$ cat config.mk
export PLATFORM = sky130hd
export DESIGN_NAME = logic_writeback_multi_flat
export DESIGN_NICKNAME = d
export VERILOG_FILES = /design/src/rtl/logic_writeback_multi_pkg.sv /design/src/rtl/logic_writeback_multi_if.sv /design/src/rtl/logic_writeback_multi_word_packer.sv /design/src/rtl/logic_writeback_multi.sv /design/src/flat_wrapper.sv
export SDC_FILE = /design/constraint.sdc
export NUM_CORES = 1
export LEC_CHECK = 0
export CAP_MARGIN = 20
export CORE_ASPECT_RATIO = 1.75
export CORE_MARGIN = 3
export CORE_UTILIZATION = 28
export CTS_BUF_LIST = sky130_fd_sc_hd__clkbuf_2
export DETAILED_ROUTE_END_ITERATION = 10
export PLACE_DENSITY = 0.59
export SKIP_LAST_GASP = 1
export SYNTH_ARGS = -nofsm -noshare
export SYNTH_HDL_FRONTEND = slang
export SYNTH_SLANG_ARGS = --single-unit
$ cat constraint.sdc
create_clock -name clk_in -period 2.6 [get_ports clk_in]
set_input_delay 0.78 -clock clk_in [delete_from_list [all_inputs] [get_ports clk_in]]
set_output_delay 0.78 -clock clk_in [all_outputs]
set_load 0.03 [all_outputs]
$ cat src/rtl/logic_writeback_multi_pkg.sv
// Shared types and defaults for the multi-lane writeback stage.
package logic_writeback_multi_pkg;

  localparam int unsigned NUM_PE_DEF          = 4;
  localparam int unsigned WORD_SIZE_DEF       = 16;
  localparam int unsigned ADDR_W_DEF          = 16;
  localparam int unsigned WORDS_PER_FRAME_DEF = 40;

  typedef logic [ADDR_W_DEF-1:0]    addr_t;
  typedef logic [WORD_SIZE_DEF-1:0] data_t;

  typedef enum logic {
    ST_IDLE = 1'b0,
    ST_RUN  = 1'b1
  } wb_state_t;

  // Counter width that never collapses to zero bits.
  function automatic int unsigned clog2_min1(input int unsigned v);
    return (v > 1) ? $clog2(v) : 1;
  endfunction

endpackage

$ cat src/rtl/logic_writeback_multi_if.sv
// PE-array beat input and frame-RAM write port of the writeback stage.
interface logic_writeback_multi_if
  import logic_writeback_multi_pkg::*;
#(
  parameter int unsigned NUM_PE    = NUM_PE_DEF,
  parameter int unsigned WORD_SIZE = WORD_SIZE_DEF,
  parameter int unsigned ADDR_W    = ADDR_W_DEF
);

  logic                 start_in;
  logic                 stall_in;
  logic [NUM_PE-1:0]    next_state_in;
  logic                 wr_en_out;
  logic [ADDR_W-1:0]    addr_w_out;
  logic [WORD_SIZE-1:0] data_w_out;
  logic                 buf_sel_out;
  logic                 busy_out;
  logic                 done_out;

  modport master (
    output start_in, stall_in, next_state_in,
    input  wr_en_out, addr_w_out, data_w_out, buf_sel_out, busy_out, done_out
  );

  modport slave (
    input  start_in, stall_in, next_state_in,
    output wr_en_out, addr_w_out, data_w_out, buf_sel_out, busy_out, done_out
  );

endinterface

$ cat src/rtl/logic_writeback_multi_word_packer.sv
// Packs NUM_PE-bit beats MSB-first into WORD_SIZE-bit words.
module logic_writeback_multi_word_packer
  import logic_writeback_multi_pkg::*;
#(
  parameter int unsigned NUM_PE    = NUM_PE_DEF,
  parameter int unsigned WORD_SIZE = WORD_SIZE_DEF
) (
  input  logic                 clk,
  input  logic                 rst,
  input  logic                 clear,
  input  logic                 valid,
  input  logic [NUM_PE-1:0]    beat,
  output logic                 last_slice,
  output logic                 word_done,
  output logic [WORD_SIZE-1:0] word
);

  localparam int unsigned BEATS   = WORD_SIZE / NUM_PE;
  localparam int unsigned SLICE_W = clog2_min1(BEATS);
  localparam logic [SLICE_W-1:0] LAST = SLICE_W'(BEATS - 1);

  logic [SLICE_W-1:0]   slice_q, slice_eff;
  logic [WORD_SIZE-1:0] shift_q, shift_eff;

  // clear acts in the same cycle so that a concurrently accepted beat lands as beat 0
  always_comb begin
    slice_eff  = clear ? '0 : slice_q;
    shift_eff  = clear ? '0 : shift_q;
    last_slice = (slice_q == LAST);
    word_done  = valid && (slice_eff == LAST);
    word       = (shift_eff << NUM_PE) | WORD_SIZE'(beat);
  end

  always_ff @(posedge clk) begin
    if (rst) begin
      slice_q <= '0;
      shift_q <= '0;
    end else if (valid) begin
      slice_q <= word_done ? '0 : slice_eff + SLICE_W'(1);
      shift_q <= word_done ? '0 : word;
    end else if (clear) begin
      slice_q <= '0;
      shift_q <= '0;
    end
  end

endmodule

$ cat src/rtl/logic_writeback_multi.sv
// Writeback stage: packs PE results into words, writes them to a ping-pong frame RAM.
module logic_writeback_multi
  import logic_writeback_multi_pkg::*;
#(
  parameter int unsigned NUM_PE          = NUM_PE_DEF,
  parameter int unsigned WORD_SIZE       = WORD_SIZE_DEF,
  parameter int unsigned ADDR_W          = ADDR_W_DEF,
  parameter int unsigned WORDS_PER_FRAME = WORDS_PER_FRAME_DEF
) (
  input  logic                    clk_in,
  input  logic                    rst_in,
  logic_writeback_multi_if.slave  bus
);

  localparam int unsigned IDX_W = clog2_min1(WORDS_PER_FRAME);
  localparam logic [IDX_W-1:0]  LAST_IDX = IDX_W'(WORDS_PER_FRAME - 1);
  localparam logic [ADDR_W-1:0] BASE1    = ADDR_W'(WORDS_PER_FRAME);

  if (WORD_SIZE % NUM_PE != 0) begin : g_bad_cfg
    $error("logic_writeback_multi: WORD_SIZE must be a multiple of NUM_PE");
  end

  wb_state_t            state_q;
  logic [IDX_W-1:0]     word_idx_q, idx_eff;
  logic                 wr_en_q, done_q, busy_q, buf_q;
  logic [ADDR_W-1:0]    addr_q;
  logic [WORD_SIZE-1:0] data_q;

  logic                 accept, final_beat, clear, frame_end, buf_eff;
  logic                 last_slice, word_done;
  logic [WORD_SIZE-1:0] word;

  // A start coinciding with the frame's final beat must not clear: that beat
  // still completes the last word, and the new frame begins with the next beat.
  // buf_eff lets a word completing while done is high already use the next buffer.
  always_comb begin
    accept     = (state_q == ST_RUN || bus.start_in) && !bus.stall_in;
    final_beat = (state_q == ST_RUN) && accept && last_slice && (word_idx_q == LAST_IDX);
    clear      = bus.start_in && !final_beat;
    idx_eff    = clear ? '0 : word_idx_q;
    frame_end  = word_done && (idx_eff == LAST_IDX);
    buf_eff    = done_q ? !buf_q : buf_q;
  end

  logic_writeback_multi_word_packer #(
    .NUM_PE    (NUM_PE),
    .WORD_SIZE (WORD_SIZE)
  ) u_packer (
    .clk        (clk_in),
    .rst        (rst_in),
    .clear      (clear),
    .valid      (accept),
    .beat       (bus.next_state_in),
    .last_slice (last_slice),
    .word_done  (word_done),
    .word       (word)
  );

  always_ff @(posedge clk_in) begin
    if (rst_in) begin
      state_q    <= ST_IDLE;
      word_idx_q <= '0;
      wr_en_q    <= 1'b0;
      done_q     <= 1'b0;
      busy_q     <= 1'b0;
      buf_q      <= 1'b0;
      addr_q     <= '0;
      data_q     <= '0;
    end else begin
      wr_en_q <= word_done;
      done_q  <= frame_end;
      buf_q   <= buf_eff;
      if (word_done) begin
        data_q <= word;
        addr_q <= (buf_eff ? BASE1 : '0) + ADDR_W'(idx_eff);
      end
      if (frame_end)      word_idx_q <= '0;
      else if (word_done) word_idx_q <= idx_eff + IDX_W'(1);
      else                word_idx_q <= idx_eff;
      if (frame_end && !bus.start_in) begin
        state_q <= ST_IDLE;
        busy_q  <= 1'b0;
      end else if (bus.start_in) begin
        state_q <= ST_RUN;
        busy_q  <= 1'b1;
      end
    end
  end

  assign bus.wr_en_out   = wr_en_q;
  assign bus.addr_w_out  = addr_q;
  assign bus.data_w_out  = data_q;
  assign bus.buf_sel_out = buf_q;
  assign bus.busy_out    = busy_q;
  assign bus.done_out    = done_q;

endmodule

$ cat src/flat_wrapper.sv
// flat-port wrapper written by rule: the top's interface ports become plain ports
module logic_writeback_multi_flat import logic_writeback_multi_pkg::*;
#(
  parameter int unsigned NUM_PE          = NUM_PE_DEF,
  parameter int unsigned WORD_SIZE       = WORD_SIZE_DEF,
  parameter int unsigned ADDR_W          = ADDR_W_DEF,
  parameter int unsigned WORDS_PER_FRAME = WORDS_PER_FRAME_DEF
)
  (clk_in, rst_in, bus_start_in, bus_stall_in, bus_next_state_in, bus_wr_en_out, bus_addr_w_out, bus_data_w_out, bus_buf_sel_out, bus_busy_out, bus_done_out);
  logic_writeback_multi_if #(.NUM_PE(NUM_PE), .WORD_SIZE(WORD_SIZE), .ADDR_W(ADDR_W)) bus_i ();
  input  logic clk_in;
  input  logic rst_in;
  input wire logic [$bits(bus_i.start_in)-1:0] bus_start_in;
  input wire logic [$bits(bus_i.stall_in)-1:0] bus_stall_in;
  input wire logic [$bits(bus_i.next_state_in)-1:0] bus_next_state_in;
  output wire logic [$bits(bus_i.wr_en_out)-1:0] bus_wr_en_out;
  output wire logic [$bits(bus_i.addr_w_out)-1:0] bus_addr_w_out;
  output wire logic [$bits(bus_i.data_w_out)-1:0] bus_data_w_out;
  output wire logic [$bits(bus_i.buf_sel_out)-1:0] bus_buf_sel_out;
  output wire logic [$bits(bus_i.busy_out)-1:0] bus_busy_out;
  output wire logic [$bits(bus_i.done_out)-1:0] bus_done_out;
  assign bus_i.start_in = bus_start_in;
  assign bus_i.stall_in = bus_stall_in;
  assign bus_i.next_state_in = bus_next_state_in;
  assign bus_wr_en_out = bus_i.wr_en_out;
  assign bus_addr_w_out = bus_i.addr_w_out;
  assign bus_data_w_out = bus_i.data_w_out;
  assign bus_buf_sel_out = bus_i.buf_sel_out;
  assign bus_busy_out = bus_i.busy_out;
  assign bus_done_out = bus_i.done_out;
  logic_writeback_multi #(.NUM_PE(NUM_PE), .WORD_SIZE(WORD_SIZE), .ADDR_W(ADDR_W), .WORDS_PER_FRAME(WORDS_PER_FRAME)) u_core (.clk_in(clk_in), .rst_in(rst_in), .bus(bus_i));
endmodule
# Word-level counts from Yosys, hierarchy flattened
# Cells that the tools add are included.
# totals
regBits,56
mem_bits_rw,0
memories,0
rom_bits,0
output_inout_bits,36
latchBits,0
# op_classes
bitwise_logic,1
n_reduce_logical,15
n_mul,0
n_eq_ne,4
div_mod_pow,0
addsub,3
n_shift,0
order_cmp,0
mux,10
# ops
cell,n
2-to-1 mux 12 bit,3
2-to-1 mux 6 bit,3
adder 16 x 6 -> 16 bit,1
OR 16 x 4 -> 16 bit,1
equality test 6 bit (second input constant),2
logical AND 1 bit,8
adder 6 x 1 -> 6 bit (second input constant),1
2-to-1 mux 2 bit,3
equality test 2 bit (second input constant),2
zero test 1 bit,4
OR reduction 2 bit,2
adder 2 x 1 -> 2 bit (second input constant),1
logical OR 1 bit,1
2-to-1 mux 1 bit,1

# Depth between registers and ports, before layout
# Gate-level depths: netlist (run 1).
# logic_depth
depth_word,13
depth_mapped,10
ltp_nobuf,8

# Hierarchy
# From an unflattened synthesis (run 1), not the netlist that was laid out.
# hier_totals
hier_cells,225
area_unflattened_um2,2077.0
# by_module_without_submodules
module,cells_per_inst,n_inst,area_per_inst_um2
logic_writeback_multi,154,1,1420.1
logic_writeback_multi_word_packer,71,1,656.9

# Worst setup path before layout (run 1)
# No wires, ideal clock.
# synth_path
kind,input-to-reg
startpoint,input port bus_stall_in
endpoint,"register u_core.busy_q, in the netlist u_core.bus.busy_out"
cell_stages,9
arrival_time_ps,2682
path_buffers,1
required_ps,2472
setup_slack_ps,-209
setup_ps,128
cell_sequence,nand4b_1 -> o31ai_4 -> buf_2 -> and2_1 -> ha_1 -> inv_1 -> or4_1 -> a21oi_1 -> nor2_1
# synth_via
elab_chain_cells,13
word_cells_on_any_way,15
cone_classes,eq/ne (2); mux (2); reduce/logical (11)
# synth_lines
item,line_no,source
"start, declared",flat_wrapper.sv:14,input wire logic [$bits(bus_i.stall_in)-1:0] bus_stall_in;
zero test 1 bit (*),logic_writeback_multi.sv:37,accept = (state_q == ST_RUN || bus.start_in) && !bus.stall_in;
logical AND 1 bit (*),logic_writeback_multi.sv:37,
logical AND 1 bit (3 in series),logic_writeback_multi.sv:38,final_beat = (state_q == ST_RUN) && accept && last_slice && (word_idx_q == LAST_IDX);
zero test 1 bit,logic_writeback_multi.sv:39,clear = bus.start_in && !final_beat;
logical AND 1 bit,logic_writeback_multi.sv:39,
2-to-1 mux 2 bit,n/a,
equality test 2 bit,logic_writeback_multi_word_packer.sv:30,word_done = valid && (slice_eff == LAST);
logical AND 1 bit,logic_writeback_multi_word_packer.sv:30,
logical AND 1 bit (*),logic_writeback_multi.sv:41,frame_end = word_done && (idx_eff == LAST_IDX);
logical AND 1 bit (*),logic_writeback_multi.sv:80,if (frame_end && !bus.start_in) begin
OR reduction 2 bit (no line) (*),n/a,
"end signal, assigned",logic_writeback_multi.sv:65,busy_q <= 1'b0;
"end signal, assigned",logic_writeback_multi.sv:82,busy_q <= 1'b0;
"end signal, assigned",logic_writeback_multi.sv:85,busy_q <= 1'b1;
"end, declared",logic_writeback_multi.sv:25,"logic wr_en_q, done_q, busy_q, buf_q;"
# Every way passes the cells marked *; elsewhere a longest branch is shown, timed or not.
# A chain may end at the register's enable or synchronous reset.

# Worst setup path in the final report (run 1)
# layout_path
startpoint,register u_core.word_idx_q[3]
endpoint,register u_core.word_idx_q[3]
# layout_via
elab_chain_cells,9
word_cells_on_any_way,13
cone_classes,add/sub (1); eq/ne (3); mux (3); reduce/logical (6)
# layout_lines
item,line_no,source
"start, declared",logic_writeback_multi.sv:24,"logic [IDX_W-1:0] word_idx_q, idx_eff;"
"start signal, assigned",logic_writeback_multi.sv:78,else if (word_done) word_idx_q <= idx_eff + IDX_W'(1);
"start signal, assigned",logic_writeback_multi.sv:79,else word_idx_q <= idx_eff;
"parallel branches: the longest is 9 deep, another holds adder 6 x 1 -> 6 bit",n/a,
# Several ways; the timed one is not identified.

==> qor.csv, run 1 <==
stage;metric;value;unit
final_layout;final core utilization;39.2;%
min_path;min-delay worst type;flop to flop;
place;post-DP HPWL;3.26;mm
final_layout;antenna diode count;0;
yosys;Mapped Area;1930;sq um
job;MaxCap Viol Count;0;
power_and_ir_drop;PwrDens;513;nW/um^2
timing;RSZ-0062 raised after global routing;no;
worst_setup_path;reg-to-reg startpoint;u_core.word_idx_q[3];
die;Die Ht;116;um
clock_tree;Clock Sinks;47;
global_routing;total gr overflow;0;
worst_setup_path;CP arrival;2770;ps
place;port buffer count;34;
yosys;Post-Synthesis Cells;207;
global_routing;pin count of the biggest net entering global routing;21;
worst_setup_path;Setup Crit Path Kind;flop to flop;
worst_setup_path;Worst R2R End;u_core.word_idx_q[3];
min_path;Endpoint, Worst Hold;u_core.bus.data_w_out[2];
min_path;worst hold stages;2;
worst_setup_path;R2R Setup Slk;180;ps
die;# IOs;44;
clock_tree;clk buf depth;2;
detailed_routing;Initial DRC Count;71;
clock_tree;Worst-path clk slew;230;ps
clock_tree;Worst-Skew Late Latency;410;ps
yosys;Synth cell types;36;
timing;Finish-stage setup viols;0;
final_layout;final-layout fill cell count;668;
timing;crit path time final;2420;ps
timing;clk_skew;17.3;ps
yosys;Avg Inst Size Synth;9.32;sq um
detailed_routing;overall routed net length;4.41;mm
final_layout;most common cell after layout, fill and taps aside;dfxtp_1;
timing;Hold Slack;473;ps
timing;Max-slew headroom;58.3;%
worst_setup_path;Startpoint Class;flop;
global_routing;first-pass GRT wire length;7.19;mm
worst_setup_path;CP Capture Type;flop;
final_layout;final layout net count;268;
yosys;flip-flop and latch count after synthesis;47;
detailed_routing;DR vias/cell;4.63;
die;Rows;39;
detailed_routing;drt wl/cell;13.0;um
yosys;EDFF count, synth;0;
timing;Fin. Hold Viols;0;
final_layout;most frequent cells in the layout;dfxtp_1, clkdlybuf4s50_1, nor2_1;
global_routing;gr usage total;11.9;%
min_path;Hold Startpoint;u_core.bus.data_w_out[2];
worst_setup_path;WP data required;2950;ps
global_routing;number of global-route vias before repair;1535;
yosys;Synth top area share;48.8;%
timing;Final Max Tran Viols;0;
clock_tree;CTS tree;built;
worst_setup_path;crit path max fanout;7;
yosys;asr flop ratio synth;0;%
die;total core area;6590;sq um
detailed_routing;drt drc;0;
power_and_ir_drop;VDD IR max;0.245;mV
power_and_ir_drop;Leak;1.02;nW
die;Die W;68.8;um
final_layout;share of cells above drive strength 1;16.0;%
detailed_routing;drt pass-1 iters;4;
die;starting density of the core;29.3;%
yosys;ys flop type;dfxtp_1;
yosys;Yosys top cell by area;dfxtp_1;
timing;fmax;413;MHz
place;Placer Congestion;0.810;
timing;Worst Tran Pin Value;625;ps
clock_tree;# H-tree levels;2;
final_layout;Layout area overhead;34.0;%
worst_setup_path;r2r worst-path depth;8;
clock_tree;cts bufs inserted;5;
power_and_ir_drop;Tot Pwr;1.33;mW
detailed_routing;Final ANT Viol Nets;0;
yosys;sequential area share after synthesis;48.8;%
detailed_routing;vias;1570;
yosys;Synth Warn #;0;
yosys;Synth area leaders;dfxtp_1, a22o_1, and3_1, a21oi_1, nor2_1;
clock_tree;Hold-fix buffers, CTS;0;
global_routing;initial antenna violation count;0;
timing;Final period util;93.1;%
status;status;completed;
die;die area;7960;sq um
clock_tree;CTS Root Cell;clkbuf_2;
[Yosys cell counts (4+ instances only)]
master    number
dfxtp_1       47
nor2_1        22
a21oi_1       18
a22o_1        15
and3_1        15
nand2_1       15
buf_4          9
clkbuf_1       8
a31oi_1        5
and2_1         5
ha_1           4
nand3_1        4
[state kept, by name, indices dropped and copies added, names as in the netlist]
name,flops
u_core.bus.data_w_out,16
u_core.bus.buf_sel_out,1
u_core.u_packer.shift_q,12
u_core.bus.busy_out,1
u_core.word_idx_q,6
u_core.u_packer.slice_q,2
u_core.bus.wr_en_out,1
u_core.bus.done_out,1
u_core.bus.addr_w_out,7
[stage by stage]
step	TNS [ps]	cells	setup slack, ps	instance area, sq um
after floorplan	-1000	215	-138	1990
after global placement	-14940	329	-527	2450
after detailed placement	-18110	329	-559	2450
after CTS	0	339	5.09	2560
after global routing	0	339	65.9	2580
final	0	339	178	2580
[metal layers]
layer | vias to the layer above | wire length (um) | part of all wire [%] | GRT usage [%]
met5 | - | 0 | 0 | 0
met4 | 0 | 51 | 1.2 | 3.91
met3 | 4 | 168 | 3.8 | 2.91
met2 | 34 | 2340 | 53 | 20.6
met1 | 726 | 1840 | 42 | 13.9
li1 | 806 | - | - | -
[how the worst max path moves through the flow]
stage                          from                    to  slack [ps]  cells after the start
6_report       u_core.word_idx_q[3]  u_core.word_idx_q[3]         180                      8
5_1_grt        u_core.word_idx_q[3]  u_core.word_idx_q[3]          70                      8
4_1_cts                bus_stall_in  u_core.word_idx_q[1]           5                      9
3_5_place_dp           bus_stall_in  u_core.word_idx_q[1]        -560                      9
3_3_place_gp           bus_stall_in  u_core.word_idx_q[1]        -530                      9
2_1_floorplan          bus_stall_in  u_core.word_idx_q[3]        -140                      9
[power by group]
| part | switching (mW) | internal, mW | total, mW |
|---|---|---|---|
| Clock | 0.238 | 0.258 | 0.496 |
| Sequential | 0.00553 | 0.729 | 0.734 |
| Combinational | 0.0610 | 0.0359 | 0.0969 |
[area by class of cell]
| cell class | count | area, sq um | area share, % |
|---|---|---|---|
| multi-input cells | 144 | 922 | 35.7 |
| inverters | 3 | 13.8 | 0.532 |
| well taps | 82 | 103 | 3.97 |
| clock buffers | 5 | 25.0 | 0.968 |
| clock inverters | 3 | 67.6 | 2.61 |
| repair buffers | 55 | 513 | 19.8 |
| flip-flops and latches | 47 | 941 | 36.4 |
[cell families (layout without fill, tap and decap cells)]
family / count (synthesis) / after routing / share of synthesized area (%)
AO/OA/AOI/OAI: 49 / 49 / 18.2
XOR/XNOR: 6 / 6 / 2.72
adder cells (fa/ha/maj): 4 / 4 / 2.59
buffers and inverters: 24 / 66 / 6.94
flip-flops: 47 / 47 / 48.8
other: 1 / 9 / 0.194
AND/OR/NAND/NOR: 76 / 76 / 20.6
[critical path, stage by stage (launching register included)]
cell and delay [ps]:
dfxtp_1 400, nand4bb_1 320, o31ai_4 410, and2_4 210, ha_4 150, inv_4 50, or4_4 520, xor2_1 150
nor3_1 150
[what timing repair did]
item / in CTS / in global routing
setup buffers: 2 / 0
endpoints found under the setup margin: 20 / 8
pin swaps: 1 / 3
resized for setup: 1 / 5
(Power assumes the default switching activity.)
==> inputs of run 2 (changes only) <==
CAP_MARGIN = default   (was 20)
CORE_UTILIZATION = 46   (was 28)
PLACE_DENSITY = 0.85   (was 0.59)
==> run 2 against run 1 <==
Non-clock buffer count down 2. Fmax down 2.6%. Final area down 4.3%. Sequential cell count unchanged. Sequential power about the same. Critical endpoint unchanged. Largest power group unchanged.
==> qor.csv, run 2 (synthesized netlist as in run 1, its figures left out) <==
stage;metric;value;unit;change
status;status;completed;;
worst_setup_path;CP bufs+invs;1;;unchanged
timing;Fin. Hold Viols;0;;unchanged
detailed_routing;drt wl/cell;14.6;um;+12%
place;Placer Congestion;0.919;;+13%
detailed_routing;Final ANT Viol Nets;0;;unchanged
timing;Finish-stage setup viols;0;;unchanged
clock_tree;clk buf depth;2;;unchanged
clock_tree;Clock Sinks;47;;unchanged
final_layout;number of flip-flops in the largest register;16;;unchanged
final_layout;share of cells above drive strength 1;14.5;%;-1.4 points
detailed_routing;drt drc;0;;unchanged
die;total core area;3940;sq um;-40%
timing;setup TNS;0;ps;unchanged
detailed_routing;drt pass-1 iters;4;;unchanged
place;DP Cell Count;292;;-11%
clock_tree;Hold-fix buffers, CTS;0;;unchanged
worst_setup_path;crit path max fanout;7;;unchanged
final_layout;area of the multi-input gates;917;sq um;-0.54%
timing;crit path time final;2490;ps;+64.5 ps
worst_setup_path;CP top delay family;simple AND/OR/NAND/NOR gates;;
place;post-DP HPWL;3.18;mm;-2.4%
die;Rows;30;;-23%
global_routing;pin count of the biggest net entering global routing;21;;unchanged
final_layout;most frequent cells in the layout;dfxtp_1, clkdlybuf4s50_1, nor2_1;;
min_path;min-delay worst type;flop to flop;;
die;Die Ht;91.7;um;-21%
global_routing;first-pass GRT wire length;7.26;mm;+0.96%
final_layout;most common cell after layout, fill and taps aside;dfxtp_1;;
timing;final worst setup slack;114;ps;-64.5 ps
global_routing;number of global-route vias before repair;1552;;+1.1%
power_and_ir_drop;Leak;0.987;nW;-3.0%
final_layout;antenna diode count;0;;unchanged
clock_tree;cts bufs inserted;5;;unchanged
worst_setup_path;CP arrival;2870;ps;+100 ps
global_routing;total gr overflow;0;;unchanged
final_layout;filler-free cell count of the finished design;303;;-11%
global_routing;gr usage total;19.4;%;+7.6 points
power_and_ir_drop;PwrDens;460;nW/um^2;-10%
detailed_routing;Initial DRC Count;36;;-49%
final_layout;final core utilization;62.8;%;+24 points
timing;Final Max Tran Viols;0;;unchanged
worst_setup_path;Startpoint Class;flop;;
worst_setup_path;slowest stage cell on the critical path;or4_1;;
timing;RSZ-0062 raised after global routing;no;;
worst_setup_path;CP Capture Type;flop;;
timing;clk_skew;9.41;ps;-7.90 ps
worst_setup_path;Setup Crit Path Kind;flop to flop;;
job;MaxCap Viol Count;0;;unchanged
timing;Worst Tran Pin Value;602;ps;-23.2 ps
final_layout;final-layout fill cell count;341;;-49%
worst_setup_path;CP max stage delay;530;ps;about the same
clock_tree;Worst-Skew Late Latency;440;ps;+30 ps
die;die area;5040;sq um;-37%
final_layout;final layout net count;266;;-0.75%
clock_tree;# H-tree levels;2;;unchanged
timing;fmax;402;MHz;-2.6%
global_routing;initial antenna violation count;0;;unchanged
timing;Hold Slack;474;ps;+1.19 ps
worst_setup_path;CP cell instances;nand4bb_1 -> o31ai_4 -> and2_4 -> ha_4 -> inv_4 -> or4_1 -> xor2_1 -> nor3_1;;
final_layout;register area;941;sq um;unchanged
worst_setup_path;WP data required;2980;ps;+30 ps
clock_tree;CTS tree;built;;
clock_tree;CTS Root Cell;clkbuf_2;;
die;# IOs;44;;unchanged
timing;Max-slew headroom;59.8;%;+1.5 points
clock_tree;Worst-path clk slew;230;ps;about the same
place;port buffer count;34;;unchanged
detailed_routing;overall routed net length;4.42;mm;+0.39%
place;post-place setup slack;-576;ps;-17.0 ps
power_and_ir_drop;VDD IR max;0.356;mV;+45%
die;starting density of the core;49.0;%;+20 points
detailed_routing;DR vias/cell;5.43;;+17%
detailed_routing;vias;1646;;+4.8%
die;Die W;55.0;um;-20%
final_layout;Layout area overhead;28.3;%;
timing;Final period util;95.6;%;+2.5 points
-- run 2: path summary, 6_finish.rpt --
kind,startpoint,to,slack (ps),cells past startpoint
hold / removal,u_core.bus.addr_w_out[3],u_core.bus.addr_w_out[3],470,2
setup / recovery,u_core.word_idx_q[3],u_core.word_idx_q[3],110,8
hold reg to reg,u_core.bus.addr_w_out[3],u_core.bus.addr_w_out[3],470,2
setup reg to reg,u_core.word_idx_q[3],u_core.word_idx_q[3],110,8
-- run 2: cell type report --
class                   count  area share (%)
well taps                  48            2.43
flip-flops and latches     47            38.0
clock buffers               5            1.01
multi-input cells         144            37.1
clock inverters             3           0.809
repair buffers             53            20.1
inverters                   3           0.556
-- run 2: metrics by stage --
step | power [mW] | area (sq um)
finish | 1.14 | 2470
CTS | 1.14 | 2450
floorplan | 0.816 | 1990
global placement | 0.838 | 2390
detailed placement | 0.840 | 2390
global route | 1.18 | 2470
-- run 2: repair_timing --
item                                    CTS  global route
setup buffers                             2             1
gates resized for setup                   1             4
endpoints found under the setup margin   20            10
pin swaps                                 2             3
-- run 2: routing by layer --
metal | share of wire (%) | track usage [%] | up-vias
met2 | 54 | 32.0 | 45
met4 | 3.8 | 10.8 | 0
li1 | - | - | 806
met3 | 4.1 | 3.74 | 13
met1 | 38 | 22.2 | 782
met5 | 0 | 0 | -
-- run 2: power breakdown --
| part | internal, mW | switching [mW] |
|---|---|---|
| Clock | 0.0646 | 0.242 |
| Combinational | 0.0369 | 0.0606 |
| Sequential | 0.728 | 0.00632 |
| Total | 0.830 | 0.309 |
-- run 2: worst reg2reg max path: stages (launching register included) --
cell and delay, ps:
dfxtp_1 410, nand4bb_1 340, o31ai_4 460, and2_4 220, ha_4 150, inv_4 50
or4_1 530, xor2_1 160, nor3_1 110
